[src/rtl/acc20_seq_unit.sv]
// acc20_seq_unit: sequential 20-bit two's-complement accumulator with a
// valid/ready request side and a valid/ready result side.
// Arithmetic matches the 20-bit ripple add/subtract datapath: SUB is
// A + ~B + 1, and ovf is the carry into bit 19 XOR the carry out of bit 19.
//
// Build option: define ACC20_SATURATE_EN to clamp acc on signed overflow
// (0x7FFFF on positive overflow, 0x80000 on negative overflow).
// carry, ovf, ovf_sticky and op_count are identical in both builds.
//
// state | meaning
// ------+------------------------------------------------------------
// IDLE  | in_ready=1, waiting for in_valid; captures op and operand
// EXEC  | single cycle; updates acc, flags and op_count
// RESP  | out_valid=1, outputs frozen until out_ready

module acc20_seq_unit #(
   parameter int CNT_W = 8
) (
   input  logic             clk,
   input  logic             rst,
   input  logic             in_valid,
   output logic             in_ready,
   input  logic [1:0]       op,
   input  logic [19:0]      operand,
   output logic             out_valid,
   input  logic             out_ready,
   output logic [19:0]      acc,
   output logic             carry,
   output logic             ovf,
   output logic             ovf_sticky,
   output logic [CNT_W-1:0] op_count
);

   localparam logic [1:0] OP_LOAD  = 2'b00;
   localparam logic [1:0] OP_ADD   = 2'b01;
   localparam logic [1:0] OP_SUB   = 2'b10;
   localparam logic [1:0] OP_CLEAR = 2'b11;

   typedef enum logic [1:0] {
      IDLE = 2'b00,
      EXEC = 2'b01,
      RESP = 2'b10
   } state_t;

   state_t      state;
   logic [1:0]  op_q;
   logic [19:0] operand_q;

   logic [19:0] b_eff;
   logic        cin;
   logic [20:0] sum_full;
   logic [19:0] sum_wrap;
   logic        c19;
   logic        c18;
   logic        ovf_n;
   logic [19:0] acc_arith;

   // Ripple-equivalent add/subtract of acc and the captured operand.
   always_comb begin
      cin       = (op_q == OP_SUB);
      b_eff     = cin ? ~operand_q : operand_q;
      sum_full  = {1'b0, acc} + {1'b0, b_eff} + {20'b0, cin};
      sum_wrap  = sum_full[19:0];
      c19       = sum_full[20];
      // carry into bit 19 recovered from the bit-19 sum and its inputs
      c18       = acc[19] ^ b_eff[19] ^ sum_wrap[19];
      ovf_n     = c18 ^ c19;
`ifdef ACC20_SATURATE_EN
      if (ovf_n) begin
         acc_arith = sum_wrap[19] ? 20'h7FFFF : 20'h80000;
      end else begin
         acc_arith = sum_wrap;
      end
`else
      acc_arith = sum_wrap;
`endif
   end

   // Control FSM with registered handshake outputs and result registers.
   always_ff @(posedge clk) begin
      if (rst) begin
         state      <= IDLE;
         in_ready   <= 1'b1;
         out_valid  <= 1'b0;
         op_q       <= OP_LOAD;
         operand_q  <= 20'h0;
         acc        <= 20'h0;
         carry      <= 1'b0;
         ovf        <= 1'b0;
         ovf_sticky <= 1'b0;
         op_count   <= '0;
      end else begin
         case (state)
            IDLE: begin
               if (in_valid) begin
                  op_q      <= op;
                  operand_q <= operand;
                  in_ready  <= 1'b0;
                  state     <= EXEC;
               end
            end
            EXEC: begin
               case (op_q)
                  OP_LOAD: begin
                     acc      <= operand_q;
                     carry    <= 1'b0;
                     ovf      <= 1'b0;
                     op_count <= op_count + CNT_W'(1);
                  end
                  OP_ADD, OP_SUB: begin
                     acc      <= acc_arith;
                     carry    <= c19;
                     ovf      <= ovf_n;
                     op_count <= op_count + CNT_W'(1);
                     if (ovf_n) begin
                        ovf_sticky <= 1'b1;
                     end
                  end
                  default: begin
                     acc        <= 20'h0;
                     carry      <= 1'b0;
                     ovf        <= 1'b0;
                     ovf_sticky <= 1'b0;
                     op_count   <= '0;
                  end
               endcase
               out_valid <= 1'b1;
               state     <= RESP;
            end
            RESP: begin
               if (out_ready) begin
                  out_valid <= 1'b0;
                  in_ready  <= 1'b1;
                  state     <= IDLE;
               end
            end
            default: begin
               out_valid <= 1'b0;
               in_ready  <= 1'b1;
               state     <= IDLE;
            end
         endcase
      end
   end

endmodule
[config.mk]
export PLATFORM = sky130hd
export DESIGN_NAME = acc20_seq_unit
export DESIGN_NICKNAME = d
export VERILOG_FILES = /design/src/rtl/acc20_seq_unit.sv
export SDC_FILE = /design/constraint.sdc
export NUM_CORES = 1
export LEC_CHECK = 0
export CORE_UTILIZATION = 50
export DETAILED_ROUTE_END_ITERATION = 16
export PLACE_DENSITY = 0.84
export SYNTH_ARGS = -nofsm -noshare
export SYNTH_HDL_FRONTEND = slang
export SYNTH_SLANG_ARGS = --single-unit
[constraint.sdc]
create_clock -name clk -period 7.9 [get_ports clk]
set_input_delay 1.58 -clock clk [delete_from_list [all_inputs] [get_ports clk]]
set_output_delay 1.58 -clock clk [all_outputs]
set_load 0.01 [all_outputs]
# ---- Word level (Yosys, flattened, before mapping)
# Cells that the tools add are included.
dict set report word_totals {
  register_bits 57
  latch_bits 0
  mem_bits_rw 0
  romBits 0
  out_inout_bits 33
  memories 0
}
dict set report op_classes {
  n_addsub 3
  n_mul 0
  n_div 0
  magnitude_cmp 0
  eq_ne 7
  n_shift 0
  mux 15
  bitwise_logic 7
  n_reduce_logical 9
}
# op count
set ops {}
lappend ops {{case mux 20 bit (2 select lines)} 1}
lappend ops {{adder 20 x 20 -> 21 bit} 1}
lappend ops {{adder 21 x 1 -> 21 bit} 1}
lappend ops {{two-way mux 20 bit} 1}
lappend ops {{inverter 20 bit} 1}
lappend ops {{adder 8 x 1 -> 8 bit (second input constant)} 1}
lappend ops {{two-way mux 8 bit} 1}
lappend ops {{two-way mux 1 bit} 6}
lappend ops {{inequality test 2 bit (second input constant)} 3}
lappend ops {{case mux 1 bit (3 select lines)} 2}
lappend ops {{case mux 2 bit (3 select lines)} 1}
lappend ops {{AND reduction 2 bit} 3}
lappend ops {{AND reduction 3 bit} 2}
lappend ops {{== test 2 x 1 -> 1 bit (second input constant)} 2}
lappend ops {{== test 2 bit (second input constant)} 2}
lappend ops {{zero test 2 bit} 2}
lappend ops {{two-way mux 2 bit} 2}
lappend ops {{inverter 1 bit} 3}
lappend ops {{OR reduction 3 bit} 1}
lappend ops {{bitwise XOR 1 bit} 3}
lappend ops {{case mux 1 bit (2 select lines)} 1}
lappend ops {{OR reduction 2 bit} 1}

# ---- Longest topological paths before layout
# Gate-level depths: netlist of run 1.
dict set report depth {
  word_depth 8
  ltp_mapped 14
  depth_no_buf 12
}

# ---- Worst setup path after synthesis of run 1
# Ideal clock, no wire load.
dict set report synth_path {
  path_kind {register to register}
  startpoint {register op_q[0]}
  endpoint {register acc[12]}
  setup_time_ps 132
  arrival_ps 2814
  required_time_ps 7768
  slack_ps 4954
  path_stages_with_launch 13
  path_buffers 2
  period_less_slack_ps 2946
  path_cell_list {dfxtp_1 > inv_1 > ha_1 > buf_2 > buf_1 > xor2_1 > ha_1 > a21o_1 > or2_1 > a211o_1 > a211oi_1 > or3_1 > o21ai_0}
}
dict set report synth_between {
  elab_chain_cells 5
  word_cells_on_any_way 8
}
# element line_no
set synth_lines {}
lappend synth_lines {{start: declaration} 46} ;# logic [1:0] op_q;
lappend synth_lines {{start signal: assignment} 96} ;# op_q <= op;
lappend synth_lines {{== test 2 bit} {60, 103}}
lappend synth_lines {{two-way mux 20 bit} 61} ;# b_eff = cin ? ~operand_q : operand_q;
lappend synth_lines {{adder 20 x 20 -> 21 bit} 62} ;# sum_full = {1'b0, acc} + {1'b0, b_eff} + {20'b0, cin};
lappend synth_lines {{adder 21 x 1 -> 21 bit} 62}
lappend synth_lines {{case mux 20 bit (2 select lines) (*)} 103} ;# case (op_q)
lappend synth_lines {{end signal: assignment} 105} ;# acc <= operand_q;
lappend synth_lines {{end signal: assignment} 111} ;# acc <= acc_arith;
lappend synth_lines {{end: declaration} 27} ;# output logic [19:0] acc,
# Every way passes the cells marked *; elsewhere a longest branch is shown, timed or not.
# A chain may end at the register's enable or synchronous reset.

# ---- Final worst setup path of run 1
dict set report layout_path {
  startpoint {register op_q[0]}
  endpoint {register ovf}
}
dict set report layout_between {
  elab_chain_cells 7
  word_cells_on_any_way 10
}
# element line_no
set layout_lines {}
lappend layout_lines {{== test 2 bit} {60, 103}}
lappend layout_lines {{two-way mux 20 bit} 61}
lappend layout_lines {{adder 20 x 20 -> 21 bit} 62}
lappend layout_lines {{adder 21 x 1 -> 21 bit} 62}
lappend layout_lines {{bitwise XOR 1 bit} 66} ;# c18 = acc[19] ^ b_eff[19] ^ sum_wrap[19];
lappend layout_lines {{bitwise XOR 1 bit} 67} ;# ovf_n = c18 ^ c19;
lappend layout_lines {{two-way mux 1 bit (*)} 103}
lappend layout_lines {{end signal: assignment} 113} ;# ovf <= ovf_n;
lappend layout_lines {{end: declaration} 29} ;# output logic ovf,
# Marked as above.

==> results of run 1 <==
routing by layer:
metal  share of wire [%]  track usage (%)  wire length (um)
met3                 4.2             4.91               375
met2                  49             41.4              4330
met1                  46             30.9              4040
met5                   0                0                 0
met4                 1.1             8.79                93
final timing paths:
check,start,endpoint,slack [ns],cells past startpoint
worst min register to register,carry,carry,0.46,2
worst max-delay path,op_q[0],ovf,4.60,12
worst min-delay path,carry,carry,0.46,2
worst max register to register,op_q[0],ovf,4.60,12
cell type report:
cell class | count | share of cell area [%]
sequential | 57 | 26.3
clock buffer | 11 | 3.26
clock inverter | 4 | 0.462
timing repair buffer | 62 | 14.1
inverter | 10 | 0.866
multi-input combinational | 356 | 52.3
tap | 96 | 2.77
cell usage after synthesis (all sizes together), types with 3 or more instances:
| cell type | count | area share [%] |
|---|---|---|
| a211oi | 4 | 1.1 |
| a21o | 8 | 1.7 |
| a21oi | 50 | 7.2 |
| a22o | 4 | 0.99 |
| a22oi | 16 | 3.4 |
| a31oi | 3 | 0.53 |
| a32oi | 3 | 0.74 |
| and2 | 3 | 0.53 |
| buf | 10 | 1.3 |
| clkbuf | 12 | 1.3 |
| dfxtp | 57 | 32 |
| ha | 23 | 8.1 |
| inv | 9 | 0.96 |
| nand2 | 77 | 8.2 |
| nand2b | 6 | 1.1 |
| nand3 | 12 | 1.8 |
| nand4 | 5 | 0.88 |
| nor2 | 36 | 4.3 |
| nor2b | 3 | 0.53 |
| nor3 | 8 | 1.3 |
| o21ai | 21 | 3.1 |
| o21bai | 4 | 0.85 |
| o22ai | 6 | 1.5 |
| or3 | 4 | 0.71 |
| xnor2 | 4 | 0.99 |
| xor2 | 32 | 7.9 |
stage by stage:
step | cells | hold slack, ns | setup slack, ns | area (um2)
floorplan | 445 | 0.454 | 4.95 | 3540
finish | 596 | 0.455 | 4.60 | 4340
detailed placement | 581 | 0.453 | 4.31 | 4180
CTS | 596 | 0.463 | 4.63 | 4340
global route | 596 | 0.475 | 4.39 | 4340
global placement | 581 | 0.441 | 4.40 | 4180
power by group:
part	switching (mW)	internal, mW
combinational	0.0856	0.0615
clock	0.112	0.118
sequential	0.0116	0.300
cells by family after synthesis:
family,synth area share (%)
muxes,0.672
buffers and inverters,3.68
DFF,32.3
and+or+nand+nor,20.5
adders and majority gates,8.70
AOI/OAI and AO/OA,25.3
xor gates and xnor gates,8.91
state kept, by name, summed over array words and instances, names as in the netlist:
| signal | count |
|---|---|
| op_count | 8 |
| ovf | 1 |
| ovf_sticky | 1 |
| operand_q | 20 |
| state | 2 |
| carry | 1 |
| acc | 20 |
| out_valid | 1 |
| op_q | 2 |
| in_ready | 1 |
worst min-delay path, cell delays in order, from the launching register on:
cell and delay, ns:
dfxtp_1 0.31, nand2_1 0.05, a21oi_1 0.05
==> results.json, run 1 <==
{
  "status": "complete, no violations",
  "worstPathArrival_ns": 3.55,
  "cts_tree": "yes",
  "antenna_found_initial": 0,
  "regArea_mm2": 0.00114,
  "maxSlewViolCount": 0,
  "power.total_uw": 688,
  "fmax_mhz": 303,
  "slowest_stage": "ha_1",
  "cts_resized": 0,
  "coreArea_mm2": 0.00683,
  "crit_chain": "inv_1 > ha_1 > buf_4 > xor2_1 > ha_1 > a21oi_1 > o21ai_1 > a21oi_1 > nand2_1 > a31oi_1 > xnor2_1 > o41ai_2",
  "leakage_nw": 1.77,
  "antenna_left": 0,
  "synthArstFlopShare_pct": 0,
  "max_cap_violations": 0,
  "rows": 30,
  "cts_buffers": 9,
  "synth_nets": 495,
  "final_cell_mix": "nand2_1 (77), clkdlybuf4s50_1 (58), dfxtp_1 (57)",
  "ys_ff_latch": 57,
  "wl_per_cell_um": 14.8,
  "htree_levels": 3,
  "path_delay_family": "compound AO/OA/AOI/OAI gates",
  "synth-edff-count": 0,
  "min_period_over_period_pct": 41.8,
  "ys_seq_area_share_pct": 32.3,
  "power_density_mw_per_mm2": 159,
  "overflow": 0,
  "rsz0062_at_grt": "false",
  "fin_setup_tns_ns": 0,
  "ys.flop_type": "dfxtp_1",
  "hold_path_class": "flip-flop to flip-flop",
  "cts.sinks": 57,
  "slowest_delay_ns": 0.55,
  "clockBufferDepth": 2,
  "grt_first_pass_wirelength_um": 14400,
  "ys_warn_count": 0,
  "drt_pass1_iterations": 5,
  "place_congestion": 0.886,
  "netlist_area_mm2": 0.00354,
  "track_usage_pct": 24.5,
  "ir_worst_vdd_mv": 0.0800,
  "setup-violations-final": 0,
  "postCtsSetupBuffers": 0,
  "worstPathRequired_ns": 8.15,
  "final_util_pct": 63.5,
  "cp-end-kind": "flip-flop",
  "n_antenna_cell": 0,
  "drc": 0,
  "io_buffers": 58,
  "viasPerCell": 5.67,
  "crit_fanout": 11,
  "multiInputGateArea_mm2": 0.00227,
  "die_w_um": 86.1,
  "fp.dieArea_mm2": 0.00741,
  "start_util_pct": 51.8,
  "root_buffer": "clkbuf_8",
  "final_nets": 546,
  "clk-insertion-delay-late_ns": 0.34,
  "die_y_um": 86.1,
  "worst-path-buf-inv": 2,
  "finClkSkew_ns": 0.00835,
  "layout_commonest_cell": "nand2_1",
  "drt-total-wl_um": 8840,
  "grt_max_degree": 50,
  "worstSetupPathType": "flip-flop to flip-flop",
  "fill_cells": 637,
  "hold_viol_final": 0,
  "relSlewSlack_pct": 41.2,
  "holdBufCountCts": 0,
  "start_kind": "flip-flop",
  "max_slew.worst_pin.slew_ns": 0.880,
  "synth.distinct_cells": 59,
  "ios": 59,
  "clk_pin_slew_worst_paths_ns": 0.06,
  "grt_pass1_vias": 3222,
  "drt_iter0_markers": 168,
  "synthCells": 445,
  "vias": 3381,
  "place_hpwl_um": 6300,
  "period_minus_slack_ns": 3.30,
  "drive_above_1_share_pct": 6.20,
  "syn_avg_cell_area_um2": 7.95,
  "area_growth_syn_to_layout_pct": 22.6
}
(Power assumes the default switching activity.)
==> run 2, diff against run 1 <==
--- a/config.mk
+++ b/config.mk
@@ -5,9 +5,9 @@
 export SDC_FILE = /design/constraint.sdc
 export NUM_CORES = 1
 export LEC_CHECK = 0
-export CORE_UTILIZATION = 50
+export CORE_UTILIZATION = 49
 export DETAILED_ROUTE_END_ITERATION = 16
-export PLACE_DENSITY = 0.84
+export PLACE_DENSITY = 0.85
 export SYNTH_ARGS = -nofsm -noshare
 export SYNTH_HDL_FRONTEND = slang
 export SYNTH_SLANG_ARGS = --single-unit
==> constraint.sdc (replaced) <==
create_clock -name clk -period 2.84 [get_ports clk]
set_input_delay 0.568 -clock clk [delete_from_list [all_inputs] [get_ports clk]]
set_output_delay 0.568 -clock clk [all_outputs]
set_load 0.01 [all_outputs]
==> run 2 against run 1 <==
Sequential share of layout area is 1.2 points lower. Sequential power rose to 2.8 times the previous value. Total power rose to 3.0 times the previous value. Die area increased by 2.0%. Routed wire length increased by 9.4%. Largest cell class unchanged.
==> results.json, run 2 (synthesis gave the netlist of run 1 again) <==
{
  "p_int_mw": 1.45,
  "clk_pin_slew_worst_paths_ns": 0.06,
  "antenna_found_initial": 0,
  "cts_buffers": 9,
  "crit_fanout": 4,
  "switching_share_pct": 29.3,
  "rows": 30,
  "n_antenna_cell": 0,
  "fin_setup_tns_ns": 0,
  "grt_pass1_vias": 3371,
  "area_growth_syn_to_layout_pct": 28.5,
  "root_buffer": "clkbuf_8",
  "hold_viol_final": 0,
  "drt_iter0_markers": 272,
  "period_minus_slack_ns": 2.74,
  "cts.sinks": 57,
  "p_switching_uw": 601,
  "grt_max_degree": 25,
  "min_period_over_period_pct": 96.5,
  "drc": 0,
  "ios": 59,
  "multiInputGateArea_mm2": 0.00234,
  "viasPerCell": 5.78,
  "start_kind": "flip-flop",
  "antenna_left": 0,
  "status": "complete, no violations",
  "die_w_um": 87.0,
  "max_slew.worst_pin.slew_ns": 0.940,
  "leakage_nw": 1.83,
  "holdBufCountCts": 0,
  "postCtsSetupBuffers": 0,
  "overflow": 0,
  "ir_worst_vdd_mv": 0.237,
  "fmax_mhz": 365,
  "place_congestion": 0.988,
  "vias": 3518,
  "layout_commonest_cell": "nand2_1",
  "regArea_mm2": 0.00114,
  "worstPathArrival_ns": 3.01,
  "grt_first_pass_wirelength_um": 15800,
  "pwr-share-clk_pct": 35.9,
  "start_util_pct": 51.5,
  "cts_tree": "yes",
  "layout.cells.non_filler": 609,
  "dpl.cell_count": 593,
  "drt_pass1_iterations": 4,
  "drive_above_1_share_pct": 11.3,
  "worstPathRequired_ns": 3.12,
  "power_density_mw_per_mm2": 452,
  "whs_ns": 0.463,
  "max_cap_violations": 0,
  "drt-total-wl_um": 9660,
  "coreArea_mm2": 0.00687,
  "relSlewSlack_pct": 37.2,
  "hold_path_class": "flip-flop to flip-flop",
  "final_cell_mix": "nand2_1 (76), clkdlybuf4s50_1 (58), dfxtp_1 (56)",
  "top_regs": "acc x20, operand_q x20, op_count x8",
  "fp.dieArea_mm2": 0.00756,
  "power.total_mw": 2.05,
  "comb_power_share_pct": 21.9,
  "die_y_um": 87.0,
  "cp-end-kind": "flip-flop",
  "postLayoutSetupSlackWorst_ns": 0.100,
  "cts_resized": 0,
  "clockBufferDepth": 2,
  "htree_levels": 3,
  "clk-insertion-delay-late_ns": 0.34,
  "fill_cells": 553,
  "pre_cts_slack_ns": 0.0746,
  "place_hpwl_um": 6790,
  "wl_per_cell_um": 15.9,
  "pwr-share-seq_pct": 42.3,
  "rsz0062_at_grt": "true",
  "setup-violations-final": 0,
  "maxSlewViolCount": 0,
  "finClkSkew_ns": 0.00680,
  "final_nets": 558,
  "worstSetupPathType": "flip-flop to flip-flop",
  "track_usage_pct": 27.2,
  "io_buffers": 58
}
## run 2: cell count changes in the layout (fill, tap and decap cells not counted), sizes merged
cell / change
bufinv: +1
clkbuf: +2
buf: +12
clkinv: -2
## run 2: worst paths after layout
| path | start | cells after the start | end | slack, ns |
|---|---|---|---|---|
| worst max-delay path | op_q[0] | 12 | carry | 0.10 |
| worst max register to register | op_q[0] | 12 | carry | 0.10 |
| worst min register to register | carry | 2 | carry | 0.46 |
| worst min-delay path | carry | 2 | carry | 0.46 |
## run 2: power by group through the flow
stage	clock network [mW]	logic [mW]	registers, mW
finish	0.737	0.450	0.868
global placement	0	0.409	0.882
floorplan	0	0.276	0.883
detailed placement	0	0.424	0.884
CTS	0.749	0.429	0.866
global route	0.790	0.495	0.872
## run 2: routing by layer
metal  global-route usage (%)  share of wire (%)  wire length, um  vias to the layer above
met4                     14.8                2.4              231                        0
met2                     44.9                 48             4650                      135
met3                     6.82                6.3              609                       27
li1                         -                  -                -                     1715
met5                        0                  0                0                        -
met1                     32.3                 43             4170                     1641
## run 2: layout make-up
type / count / share of cell area [%]
timing repair buffer: 74 / 15.7
clock inverter: 3 / 0.881
inverter: 10 / 0.826
tap: 96 / 2.64
multi-input combinational: 356 / 51.6
sequential: 57 / 25.1
clock buffer: 13 / 3.28
## run 2: critical path, cell delays in order (launching register included)
cell and delay (ns):
dfxtp_2 0.33, inv_1 0.11, ha_4 0.19, xor2_1 0.21
inv_1 0.08, fa_1 0.43, nand2b_1 0.21, a21oi_2 0.18
o2111ai_2 0.16, nand3_2 0.15, a31oi_1 0.11, or3_1 0.35
a21oi_1 0.16
## run 2: through the flow
stage	util, %	area (um2)
floorplan	-	3540
global placement	62.1	4270
detailed placement	62.1	4270
CTS	64.8	4450
global route	66.2	4540
finish	66.2	4540
